--- config.mk ---
export PLATFORM = sky130hd
export DESIGN_NAME = div_ctrl
export DESIGN_NICKNAME = d
export VERILOG_FILES = /design/src/rtl/div_ctrl.sv
export SDC_FILE = /design/constraint.sdc
export NUM_CORES = 1
export LEC_CHECK = 0
export ABC_AREA = 1
export BUFFER_PORTS_ARGS = -buffer_cell sky130_fd_sc_hd__buf_4
export CAP_MARGIN = 0
export CORE_MARGIN = 2
export CORE_UTILIZATION = 50
export DETAILED_ROUTE_END_ITERATION = 12
export GPL_TIMING_DRIVEN = 0
export PLACE_DENSITY = 0.81
export SLEW_MARGIN = 10
export SYNTH_ARGS = -nofsm -noshare
export SYNTH_HDL_FRONTEND = slang
export SYNTH_SLANG_ARGS = --single-unit
--- constraint.sdc ---
create_clock -name clock -period 2.05 [get_ports clock]
set_input_delay 0 -clock clock [delete_from_list [all_inputs] [get_ports clock]]
set_output_delay 0 -clock clock [all_outputs]
set_load 0.005 [all_outputs]
--- src/rtl/div_ctrl.sv ---
`default_nettype none
// +--------------------------------------------------------------------------+
// | Module   : div_ctrl                                                      |
// | Purpose  : Sequences one iterative Div instance for the EX stage.        |
// |            Accepts DIV/DIVU requests on a valid/ready handshake, resolves|
// |            divide-by-zero and signed overflow without the divider, and   |
// |            returns quotient/remainder on a valid/ready response port.    |
// |            An in-flight or pending operation can be killed with flush.   |
// | Option   : DIV_CTRL_MATCH_EN - when defined, a request whose operands    |
// |            match the divider's last completed operation reuses that      |
// |            result without restarting the divider.                        |
// | Ports    : clock, reset_n (sync, active-low), flush                      |
// |            req_valid/req_ready/req_op/req_dividend/req_divisor  request  |
// |            resp_valid/resp_ready/resp_q/resp_r                  response |
// |            div_op/div_start/div_dividend/div_divisor           to Div    |
// |            div_done/div_match/div_q/div_r                      from Div  |
// | Revision : 1.0  initial release                                          |
// +--------------------------------------------------------------------------+

package div;
  typedef enum logic {
    DIV  = 1'b0,  // signed
    DIVU = 1'b1   // unsigned
  } op_t;
endpackage

module div_ctrl #(
  parameter int DIVLEN = 32
) (
  input  logic              clock,
  input  logic              reset_n,
  input  logic              flush,
  input  logic              req_valid,
  output logic              req_ready,
  input  div::op_t          req_op,
  input  logic [DIVLEN-1:0] req_dividend,
  input  logic [DIVLEN-1:0] req_divisor,
  output logic              resp_valid,
  input  logic              resp_ready,
  output logic [DIVLEN-1:0] resp_q,
  output logic [DIVLEN-1:0] resp_r,
  output div::op_t          div_op,
  output logic              div_start,
  output logic [DIVLEN-1:0] div_dividend,
  output logic [DIVLEN-1:0] div_divisor,
  input  logic              div_done,
  input  logic              div_match,
  input  logic [DIVLEN-1:0] div_q,
  input  logic [DIVLEN-1:0] div_r
);

  typedef enum logic [1:0] {
    S_IDLE  = 2'd0,
    S_START = 2'd1,
    S_BUSY  = 2'd2,
    S_RESP  = 2'd3
  } state_t;

  localparam logic [DIVLEN-1:0] C_ALL_ONES = {DIVLEN{1'b1}};
  localparam logic [DIVLEN-1:0] C_MIN_NEG  = {1'b1, {(DIVLEN-1){1'b0}}};

  state_t            state_q, state_d;
  div::op_t          op_q, op_d;
  logic [DIVLEN-1:0] dvd_q, dvd_d;
  logic [DIVLEN-1:0] dvs_q, dvs_d;
  logic [DIVLEN-1:0] res_q_q, res_q_d;
  logic [DIVLEN-1:0] res_r_q, res_r_d;
  logic              primed_q, primed_d;
  // High during the first BUSY cycle: Div has not stepped yet, so its
  // done flag may still reflect the previous operation.
  logic              busy_first_q;

  logic accept;
  logic divisor_zero;
  logic signed_ovf;
  logic match_hit;

  assign divisor_zero = (req_divisor == '0);
  assign signed_ovf   = (req_op == div::DIV) && (req_dividend == C_MIN_NEG) &&
                        (req_divisor == C_ALL_ONES);

`ifdef DIV_CTRL_MATCH_EN
  // Div outputs are unknown until it has been started once, hence primed.
  assign match_hit = primed_q && div_done && div_match;
`else
  logic unused_match;
  assign unused_match = div_match;
  assign match_hit    = 1'b0;
`endif

  // In IDLE the divider sees the live request so div_match compares against
  // it; afterwards it sees the latched copy.
  assign div_op       = (state_q == S_IDLE) ? req_op       : op_q;
  assign div_dividend = (state_q == S_IDLE) ? req_dividend : dvd_q;
  assign div_divisor  = (state_q == S_IDLE) ? req_divisor  : dvs_q;

  assign resp_q = res_q_q;
  assign resp_r = res_r_q;
  assign accept = req_valid && req_ready;

  always_comb begin
    state_d    = state_q;
    op_d       = op_q;
    dvd_d      = dvd_q;
    dvs_d      = dvs_q;
    res_q_d    = res_q_q;
    res_r_d    = res_r_q;
    primed_d   = primed_q;
    req_ready  = 1'b0;
    div_start  = 1'b0;
    resp_valid = 1'b0;

    case (state_q)
      S_IDLE: begin
        req_ready = !flush;
        if (accept) begin
          op_d  = req_op;
          dvd_d = req_dividend;
          dvs_d = req_divisor;
          if (divisor_zero) begin
            res_q_d = C_ALL_ONES;
            res_r_d = req_dividend;
            state_d = S_RESP;
          end else if (signed_ovf) begin
            res_q_d = req_dividend;
            res_r_d = '0;
            state_d = S_RESP;
          end else if (match_hit) begin
            res_q_d = div_q;
            res_r_d = div_r;
            state_d = S_RESP;
          end else begin
            state_d = S_START;
          end
        end
      end
      S_START: begin
        div_start = 1'b1;
        primed_d  = 1'b1;
        state_d   = S_BUSY;
      end
      S_BUSY: begin
        if (!busy_first_q && div_done) begin
          res_q_d = div_q;
          res_r_d = div_r;
          state_d = S_RESP;
        end
      end
      S_RESP: begin
        resp_valid = 1'b1;
        if (resp_ready) begin
          state_d = S_IDLE;
        end
      end
      default: state_d = S_IDLE;
    endcase

    // Flush overrides every transition, including completion and hand-off.
    if (flush) begin
      state_d = S_IDLE;
    end
  end

  always_ff @(posedge clock) begin
    if (!reset_n) begin
      state_q      <= S_IDLE;
      op_q         <= div::DIV;
      dvd_q        <= '0;
      dvs_q        <= '0;
      res_q_q      <= '0;
      res_r_q      <= '0;
      primed_q     <= 1'b0;
      busy_first_q <= 1'b0;
    end else begin
      state_q      <= state_d;
      op_q         <= op_d;
      dvd_q        <= dvd_d;
      dvs_q        <= dvs_d;
      res_q_q      <= res_q_d;
      res_r_q      <= res_r_d;
      primed_q     <= primed_d;
      busy_first_q <= (state_q == S_START);
    end
  end

endmodule
`default_nettype wire

==> results of run 1 <==
-- metal layers --
layer  global-route usage  vias to the layer above  wire length, um
met5                    0                        -                0
met4               0.1170                        0              752
met3              0.06889                       65             2301
met2               0.5688                      488            13580
met1               0.4139                     4073            11020
li1                     -                     4381                -
-- synth_stat cells (2+ instances only) --
| cell type | instances |
|---|---|
| a21boi_0 | 24 |
| a21boi_1 | 40 |
| a21oi_1 | 143 |
| a21oi_2 | 21 |
| buf_1 | 8 |
| buf_2 | 12 |
| buf_4 | 16 |
| buf_6 | 10 |
| buf_8 | 2 |
| clkbuf_1 | 44 |
| dfxtp_1 | 132 |
| ha_1 | 5 |
| inv_1 | 114 |
| inv_2 | 2 |
| nand2_1 | 199 |
| nand2_2 | 2 |
| nand3_1 | 69 |
| nand4_1 | 2 |
| nor2_1 | 143 |
| o21ai_0 | 133 |
-- cells by family (layout without fill, tap and decap cells) --
kind of cell             count (synthesis)  after routing  share of synthesized area
AND/OR/NAND/NOR                        418            418                     0.2274
AO/OA/AOI/OAI                          362            362                     0.2776
buffers and inverters                  208            586                     0.1290
flip-flops                             132            132                     0.3575
adder cells (fa/ha/maj)                  5              5                   0.008465
-- flip-flops by register name (all words and copies together), names as in the netlist --
register      cells
busy_first_q      1
dvd_q            32
dvs_q            32
op_q              1
resp_q           32
resp_r           32
state_q           2
-- worst register-to-register path, delay by kind of cell (launching register included) --
family	cells	cell delay (ns)
compound gates	2	0.43
fa+ha+maj	1	0.18
buf+inv	4	0.66
flops	1	0.38
simple gates	3	0.26
-- power by group through the flow --
stage	clock (mW)	sequential [mW]	combinational, mW
after detailed placement	0	2.90	2.11
after global placement	0	2.89	2.08
after CTS	2.88	2.84	2.27
final	2.88	2.85	2.52
after floorplan	0	2.89	1.16
after global routing	3.00	2.86	2.72
-- final cells by class --
class	count	area, sq um	share of cell area
well taps	184	230.2	0.02056
clock buffers	25	495.5	0.04425
plain buffers	92	599.3	0.05353
repair buffers	348	2884	0.2576
multi-input cells	785	3846	0.3435
clock inverters	5	50.05	0.004470
flip-flops and latches	132	2648	0.2365
inverters	116	444.2	0.03967
-- stage by stage --
step,util,std cells
floorplan,-,1125
global route,0.7733,1687
global placement,0.6638,1574
detailed placement,0.6638,1574
CTS,0.7522,1673
finish,0.7733,1687
-- path summary, 6_finish.rpt --
| check | to | slack [ns] | cells past startpoint |
|---|---|---|---|
| hold reg to reg | dvd_q[18]$_SDFFE_PN0P_ | 0.45 | 2 |
| setup / recovery | resp_q[25]$_SDFFE_PN0P_ | 0.02 | 10 |
| hold / removal | resp_r[8]$_SDFFE_PN0P_ | 0.02 | 6 |
| setup reg to reg | resp_q[25]$_SDFFE_PN0P_ | 0.02 | 10 |
-- what timing repair did --
item,in CTS,in global routing
gates cloned,1,6
hold endpoints to repair,67,0
resized for setup,27,49
setup endpoints to repair,175,155
hold buffers,67,0
pin swaps,1,4
setup buffers,1,8
==> results.yml, run 1 <==
clock_tree:
  path_clk_slew_ns: 0.06
  cts_htree_levels: 4
  cts_tree: "built"
  clockBufferDepth: 2
  numClockSinks: 132
  clk_latency_ns: 0.43
  cts_buffers: 17
  cts-root-buf: "clkbuf_16"
worst_setup_path:
  worst-setup-path-type: "flop to flop"
  crit_top_cell: "clkbuf_4"
  slowest_stage: "dfxtp_4"
  cp_top_family: "buffers and inverters"
  cp.required_ns: 2.37
  worstReg2RegStart: "state_q[0]$_SDFFE_PP0P_"
  crit_fanout: 10
  slowest_delay_ns: 0.38
  path_cells: "inv_4 -> ha_1 -> clkbuf_4 -> clkbuf_4 -> buf_2 -> a21oi_1 -> a21boi_1 -> nand3_1 -> nand2_1 -> nor2_1"
  critPathLaunchType: "flop"
  startpoint: "state_q[0]$_SDFFE_PP0P_"
  crit_buf_inv: 4
  worstPathArrival_ns: 2.35
  end_kind: "flop"
pwr:
  power_frac_comb: 0.305
  pwr-share-clk: 0.349
  total_power_mw: 8.249
  internal_power_mw: 5.731
  p_per_area_mw_per_mm2: 736.7
  p_sw_mw: 2.517
  ir_worst_vdd_mv: 0.5877
  total_leakage_power_nw: 5.253
  swShare: 0.3052
  pwr-share-seq: 0.345
logic_synthesis:
  postSynthCellCount: 1125
  synth_warnings: 0
  seq_area_frac_synth: 0.3575
  async_flop_share: 0
  post_synth.cell_area_avg_sq_um: 6.570
  synth.ff_latch_count: 132
  synth_ff_type: "dfxtp_1"
  synth.area.top_cells: "dfxtp_1 (36%), nand2_1 (10%), a21oi_1 (9.7%), o21ai_0 (9.0%), nor2_1 (7.3%)"
  synth_area_leader_cell: "dfxtp_1"
  synth_cell_types: 24
  syn_area_sq_mm: 0.007391
  yosysTopAreaCellShare: 0.3575
  synth-edff-count: 0
  syn_nets: 1266
die:
  die_area_sq_mm: 0.01577
  rows: 44
  die_h_um: 125.6
  core_sq_mm: 0.01448
  die_w_um: 125.6
  ioPinCount: 268
  initial_core_util: 0.5105
sta:
  drv_slew: 0
  hold_viol_final: 0
  fmax_mhz: 492.1
  tightestPinTransition_ns: 0.5908
  setup_ws_ns: 0.01773
  hold_ws_ns: 0.02015
  finalSetupTns_ns: 0
  skew_ns: 0.01338
  setup_viol: 0
  period_minus_slack_ns: 2.032
  slew-limit-headroom: 0.6061
  rsz0062_at_grt: "yes"
  finalCritPeriodShare: 0.9913
worst_hold_path:
  hold_class: "primary input to flop"
  hp-start: "div_r[8]"
final_layout:
  stdcell_area_sq_mm: 0.01120
  nNetsFinal: 1633
  area_growth_pct: 51.50
  layout_commonest_cell: "buf_4"
  n_fill_cell: 1106
  drive_gt1_frac: 0.2715
  antennaDiodeCount: 0
  final_cell_mix: "buf_4 (289), nand2_1 (198), a21oi_1 (143), nor2_1 (143), dfxtp_1 (130)"
placed_design:
  numPortBuffers: 265
  dpl_cell_area_sq_mm: 0.009610
  place.gp.congestion: 0.8972
  post-place-ws_ns: -0.09442
  dp_hpwl_mm: 19.38
detailed_routing:
  drt_first_pass_iters: 9
  initialDrtViolationCount: 838
  vias: 9007
  drc: 0
  wl_per_cell_um: 16.40
  via_per_inst: 5.339
  final_antenna_net_count: 0
  wl_mm: 27.66
flow_run:
  drv_cap: 0
outcome:
  status: "finished, final reports clean"
grt:
  grt_pass1_vias: 8473
  grt_max_degree: 17
  grt.total_usage: 0.3321
  grt_pass1_wl_mm: 42.32
  grt_antenna_before_repair: 0
  overflow: 0
Note: power is estimated with default switching activity, not from simulation.
==> run 2: changes to the inputs <==
CORE_UTILIZATION = 35   (was 50)
PLACE_DENSITY = default   (was 0.81)
==> run 2 against run 1 <==
Critical endpoint is now resp_q[26]$_SDFFE_PN0P_. Largest cell class unchanged. Largest power group unchanged. Clock skew shrank 0.0023 ns. Cell area grew 1.5%. Die area grew 41%. Total power grew 4.9%. Worst hold slack gained 0.015 ns.
==> results.yml, run 2 (same netlist as run 1, synthesis figures left out) <==
final_layout:
  multiInputGateArea_sq_mm: 0.003827
  antennaDiodeCount: 0
  n_fill_cell: 2120
  finalNonFillerCells: 1777
  postLayoutCoreUtil: 0.5443
  nNetsFinal: 1631
  layout_commonest_cell: "buf_4"
  area_growth_pct: 53.84
  drive_gt1_frac: 0.2676
  regArea_sq_mm: 0.002650
  final_cell_mix: "buf_4 (285), nand2_1 (198), a21oi_1 (143), nor2_1 (143), o21ai_0 (132)"
pwr:
  total_leakage_power_nw: 5.271
  ir_worst_vdd_mv: 0.4844
  swShare: 0.2990
  pwr-share-seq: 0.328
  total_power_mw: 8.652
  p_sw_mw: 2.587
  internal_power_mw: 6.065
  p_per_area_mw_per_mm2: 760.9
  pwr-share-clk: 0.383
  power_frac_comb: 0.288
worst_setup_path:
  end_kind: "flop"
  cp_top_family: "buffers and inverters"
  crit_buf_inv: 6
  worstReg2RegStart: "state_q[0]$_SDFFE_PP0P_"
  worstPathArrival_ns: 2.27
  cp.required_ns: 2.36
  r2r_setup_slack_ns: 0.1
  r2r_end: "resp_q[26]$_SDFFE_PN0P_"
  reg2reg_depth: 15
  slowest_stage: "dfxtp_4"
  crit_fanout: 7
  slowest_delay_ns: 0.36
  critPathLaunchType: "flop"
  worst-setup-path-type: "flop to flop"
  path_cells: "inv_4 -> ha_4 -> buf_8 -> inv_4 -> nor2_4 -> nand2_4 -> nand2_2 -> nand2_2 -> a21oi_4 -> buf_12 -> buf_8 -> clkbuf_16 -> nand3_1 -> nand2_1 -> nor2_1"
grt:
  grt_pass1_vias: 7899
  grt_max_degree: 17
  overflow: 0
  grt_pass1_wl_mm: 41.83
  grt_antenna_before_repair: 0
  grt.total_usage: 0.2408
sta:
  hold_viol_final: 0
  slew-limit-headroom: 0.4768
  skew_ns: 0.01112
  hold_ws_ns: 0.03494
  finalSetupTns_ns: 0
  finalCritPeriodShare: 0.9517
  tightestPinTransition_ns: 0.7848
  setup_viol: 0
  rsz0062_at_grt: "yes"
  fmax_mhz: 512.6
  drv_slew: 0
  period_minus_slack_ns: 1.951
outcome:
  status: "finished, final reports clean"
detailed_routing:
  via_per_inst: 4.846
  wl_per_cell_um: 15.60
  vias: 8611
  final_antenna_net_count: 0
  drt_first_pass_iters: 5
  initialDrtViolationCount: 418
  drc: 0
  wl_mm: 27.72
clock_tree:
  cts_htree_levels: 4
  numClockSinks: 132
  cts_buffers: 17
  clk_latency_ns: 0.42
  cts_tree: "built"
  cts-root-buf: "clkbuf_16"
  clockBufferDepth: 2
  path_clk_slew_ns: 0.06
worst_hold_path:
  hp-start: "div_r[7]"
  worstHoldPathCells: 6
  hold_class: "primary input to flop"
  whs_endpoint: "resp_r[7]$_SDFFE_PN0P_"
die:
  initial_core_util: 0.3538
  rows: 53
  die_h_um: 149.3
  die_area_sq_mm: 0.02230
  core_sq_mm: 0.02089
  ioPinCount: 268
  die_w_um: 149.3
placed_design:
  place.gp.congestion: 0.8545
  dp_hpwl_mm: 21.05
  numPortBuffers: 265
  placedCellCount: 1665
flow_run:
  drv_cap: 0
-- run 2: changes by cell type in the layout (fill, tap and decap cells not counted), moves of 3 or more --
cell / delta
buf_4: -4
bufinv_16: +3
clkinv_2: -3
nand3_1: +3
nand3_2: -3
o21ai_0: +4
o21ai_1: -3
-- run 2: power by group through the flow --
stage	registers (mW)	logic (mW)	clock network [mW]
4_1_cts	2.84	2.31	3.34
5_1_grt	2.86	2.74	3.47
3_3_place_gp	2.89	2.14	0
6_report	2.84	2.49	3.32
2_1_floorplan	2.89	1.16	0
3_5_place_dp	2.90	2.15	0
-- run 2: area by class of cell --
cell class | instances | area share
Clock inverter | 11 | 0.01541
Multi-Input combinational cell | 785 | 0.3366
Tap cell | 275 | 0.03026
Inverter | 116 | 0.03896
Timing Repair Buffer | 346 | 0.2527
Buffer | 92 | 0.05282
Sequential cell | 132 | 0.2331
Clock buffer | 20 | 0.04017
-- run 2: per-layer routing --
layer  vias to the layer above  track usage  routed length, um
met5                         -            0                  0
met4                         0      0.06429                436
met3                        30      0.04618               1782
met2                       286       0.4021              13370
met1                      3925       0.3186              12130
li1                       4370            -                  -
-- run 2: through the flow --
| stage | setup slack (ns) | area [sq um] |
|---|---|---|
| after floorplan | 0.3259 | 7391 |
| after global placement | -0.2118 | 9724 |
| after detailed placement | -0.2554 | 9724 |
| after CTS | 0.02157 | 11100 |
| after global routing | -0.01268 | 11370 |
| final | 0.09903 | 11370 |
-- run 2: what timing repair did --
| item | 4_1_cts | 5_1_grt |
|---|---|---|
| resized for setup | 25 | 39 |
| setup buffers | 1 | 6 |
| hold endpoints to repair | 67 | 0 |
| hold buffers | 67 | 0 |
| setup endpoints to repair | 189 | 180 |
| cloned | 1 | 6 |
| pin swaps | 1 | 2 |
-- run 2: worst max path at each step --
stage | slack, ns | depth (start not counted) | startpoint | endpoint
after floorplan | 0.33 | 14 | state_q[0]$_SDFFE_PP0P_ | resp_q[22]$_SDFFE_PN0P_
after global placement | -0.21 | 9 | state_q[0]$_SDFFE_PP0P_ | resp_q[11]$_SDFFE_PN0P_
after detailed placement | -0.26 | 9 | state_q[1]$_SDFFE_PP0P_ | resp_q[11]$_SDFFE_PN0P_
after CTS | 0.02 | 14 | state_q[1]$_SDFFE_PP0P_ | resp_r[23]$_SDFFE_PN0P_
after global routing | -0.01 | 15 | state_q[0]$_SDFFE_PP0P_ | resp_q[25]$_SDFFE_PN0P_
final | 0.1 | 15 | state_q[0]$_SDFFE_PP0P_ | resp_q[26]$_SDFFE_PN0P_
-- run 2: worst min-delay path: stages --
cell	delay, ns
buf_4	0.08
nand2_1	0.04
a21boi_1	0.12
nand3_1	0.07
nand2_1	0.04
nor2_1	0.07
==> run 3: changes to the inputs <==
CORE_MARGIN = 3   (was 2)
==> run 3 against run 2 <==
Non-clock buffer count is 4 higher. Routed wire length is 3.6% higher. Via count is 0.75% lower. Clock power is 5% lower. Worst setup slack worse by 0.074 ns. Sequential share of layout area is 0.27 points lower. Clock skew is 0.0023 ns lower. Clock-buffer cell count is 1 higher. Critical path type unchanged. Largest cell class unchanged. Largest power group unchanged.
==> results.yml, run 3 (same netlist as run 1, synthesis figures left out) <==
worst_setup_path:
  path_cells: "inv_4 -> ha_4 -> buf_8 -> inv_8 -> nor2_4 -> nand2_4 -> nand2_4 -> nand2_4 -> a21oi_4 -> clkbuf_16 -> clkbuf_16 -> nand3_2 -> nand2_1 -> nor2_1"
  worstPathArrival_ns: 2.34
  startpoint: "state_q[0]$_SDFFE_PP0P_"
  cp-endpoint: "resp_q[8]$_SDFFE_PN0P_"
  crit_top_cell: "nand2_4"
  slowest_stage: "dfxtp_4"
  reg2reg_depth: 14
  crit_fanout: 7
  end_kind: "flop"
  worstReg2RegStart: "state_q[0]$_SDFFE_PP0P_"
  cp.required_ns: 2.36
  r2r_setup_slack_ns: 0.03
  r2r_end: "resp_q[8]$_SDFFE_PN0P_"
  critPathLaunchType: "flop"
  slowest_delay_ns: 0.36
  worst-setup-path-type: "flop to flop"
detailed_routing:
  vias: 8546
  final_antenna_net_count: 0
  drc: 0
  drt_first_pass_iters: 5
  via_per_inst: 4.809
  initialDrtViolationCount: 524
  wl_mm: 28.71
  wl_per_cell_um: 16.16
sta:
  slew-limit-headroom: 0.5584
  fmax_mhz: 493.9
  hold_viol_final: 0
  hold_ws_ns: 0.04093
  setup_viol: 0
  drv_slew: 0
  tightestPinTransition_ns: 0.6624
  finalSetupTns_ns: 0
  period_minus_slack_ns: 2.025
  finalCritPeriodShare: 0.9876
  skew_ns: 0.008792
  rsz0062_at_grt: "yes"
final_layout:
  area_growth_pct: 55.49
  regArea_sq_mm: 0.002648
  n_fill_cell: 2029
  stdcell_area_sq_mm: 0.01149
  final_cell_mix: "buf_4 (288), nand2_1 (198), a21oi_1 (143), nor2_1 (143), o21ai_0 (131)"
  layout_commonest_cell: "buf_4"
  nNetsFinal: 1635
  drive_gt1_frac: 0.2800
  multiInputGateArea_sq_mm: 0.003918
  antennaDiodeCount: 0
grt:
  grt_antenna_before_repair: 0
  grt_pass1_vias: 8012
  gr-usage-met1: 0.3079
  grt_pass1_wl_mm: 42.31
  overflow: 0
  met2_usage: 0.4003
  grt_max_degree: 17
  grt.total_usage: 0.2353
  met3_usage: 0.04458
  busiest_layer: "met2"
clock_tree:
  cts_htree_levels: 4
  clockBufferDepth: 2
  path_clk_slew_ns: 0.06
  cts-root-buf: "clkbuf_16"
  numClockSinks: 132
  clk_latency_ns: 0.42
  cts_buffers: 17
  cts_tree: "built"
die:
  die_h_um: 151.3
  die_area_sq_mm: 0.02290
  initial_core_util: 0.3606
  rows: 52
  ioPinCount: 268
  core_sq_mm: 0.02049
  die_w_um: 151.3
pwr:
  ir_worst_vdd_mv: 0.5450
  p_per_area_mw_per_mm2: 746.8
  total_leakage_power_nw: 5.297
placed_design:
  dp_hpwl_mm: 21.49
  dpl_cell_area_sq_mm: 0.009718
  place.gp.congestion: 0.8451
  numPortBuffers: 265
outcome:
  status: "finished, final reports clean"
worst_hold_path:
  hold_class: "primary input to flop"
flow_run:
  drv_cap: 0
-- run 3: worst max-delay path, delay by kind of cell, from the launching register on --
kind	cells	cell delay, ns
flip-flops	1	0.36
AO/OA/AOI/OAI	1	0.27
buffers and inverters	5	0.61
adder cells (fa/ha/maj)	1	0.13
AND/OR/NAND/NOR	7	0.55
-- run 3: final cells by class --
cell class	instances	share of cell area
Multi-Input combinational cell	785	0.3409
Timing Repair Buffer	350	0.2541
Sequential cell	132	0.2304
Buffer	92	0.05378
Tap cell	270	0.02940
Clock inverter	11	0.01328
Clock buffer	21	0.03919
Inverter	116	0.03898
-- run 3: worst min path at each step --
| stage | start | cells past startpoint | slack (ns) | endpoint |
|---|---|---|---|---|
| 2_1_floorplan | flush | 1 | 0.02 | req_ready |
| 3_3_place_gp | flush | 3 | 0.27 | req_ready |
| 3_5_place_dp | flush | 3 | 0.27 | req_ready |
| 4_1_cts | div_r[8] | 6 | 0.02 | resp_r[8]$_SDFFE_PN0P_ |
| 5_1_grt | div_q[25] | 6 | 0.06 | resp_q[25]$_SDFFE_PN0P_ |
| 6_report | div_r[4] | 6 | 0.04 | resp_r[4]$_SDFFE_PN0P_ |
-- run 3: where the power goes --
part | total (mW) | internal, mW | switching (mW)
Combinational | 2.59 | 1.24 | 1.35
Sequential | 2.84 | 2.76 | 0.0813
Clock | 3.15 | 1.95 | 1.20
Total | 8.58 | 5.95 | 2.63
-- run 3: metrics by stage --
stage                     power (mW)  worst slack, ns  utilization  std cells
after global routing           8.990         -0.05772       0.5607       1777
after detailed placement       5.051          -0.2430       0.4742       1660
final                          8.582          0.02533       0.5607       1777
after global placement         5.032          -0.1676       0.4742       1660
after floorplan                4.044           0.3259            -       1125
after CTS                      8.369         0.007987       0.5408       1762
-- run 3: per-layer routing --
| layer | wire length, um | vias to the layer above |
|---|---|---|
| li1 | - | 4383 |
| met4 | 350 | 0 |
| met5 | 0 | - |
| met3 | 1840 | 29 |
| met2 | 14110 | 280 |
| met1 | 12410 | 3854 |
-- run 3: repair_timing --
| action | 4_1_cts | 5_1_grt |
|---|---|---|
| endpoints found under the hold margin | 67 | 0 |
| hold buffers | 67 | 0 |
| setup buffers | 2 | 8 |
| gates resized for setup | 29 | 62 |
| gates cloned | 1 | 7 |
| endpoints found under the setup margin | 185 | 126 |
| pin swaps | 2 | 8 |
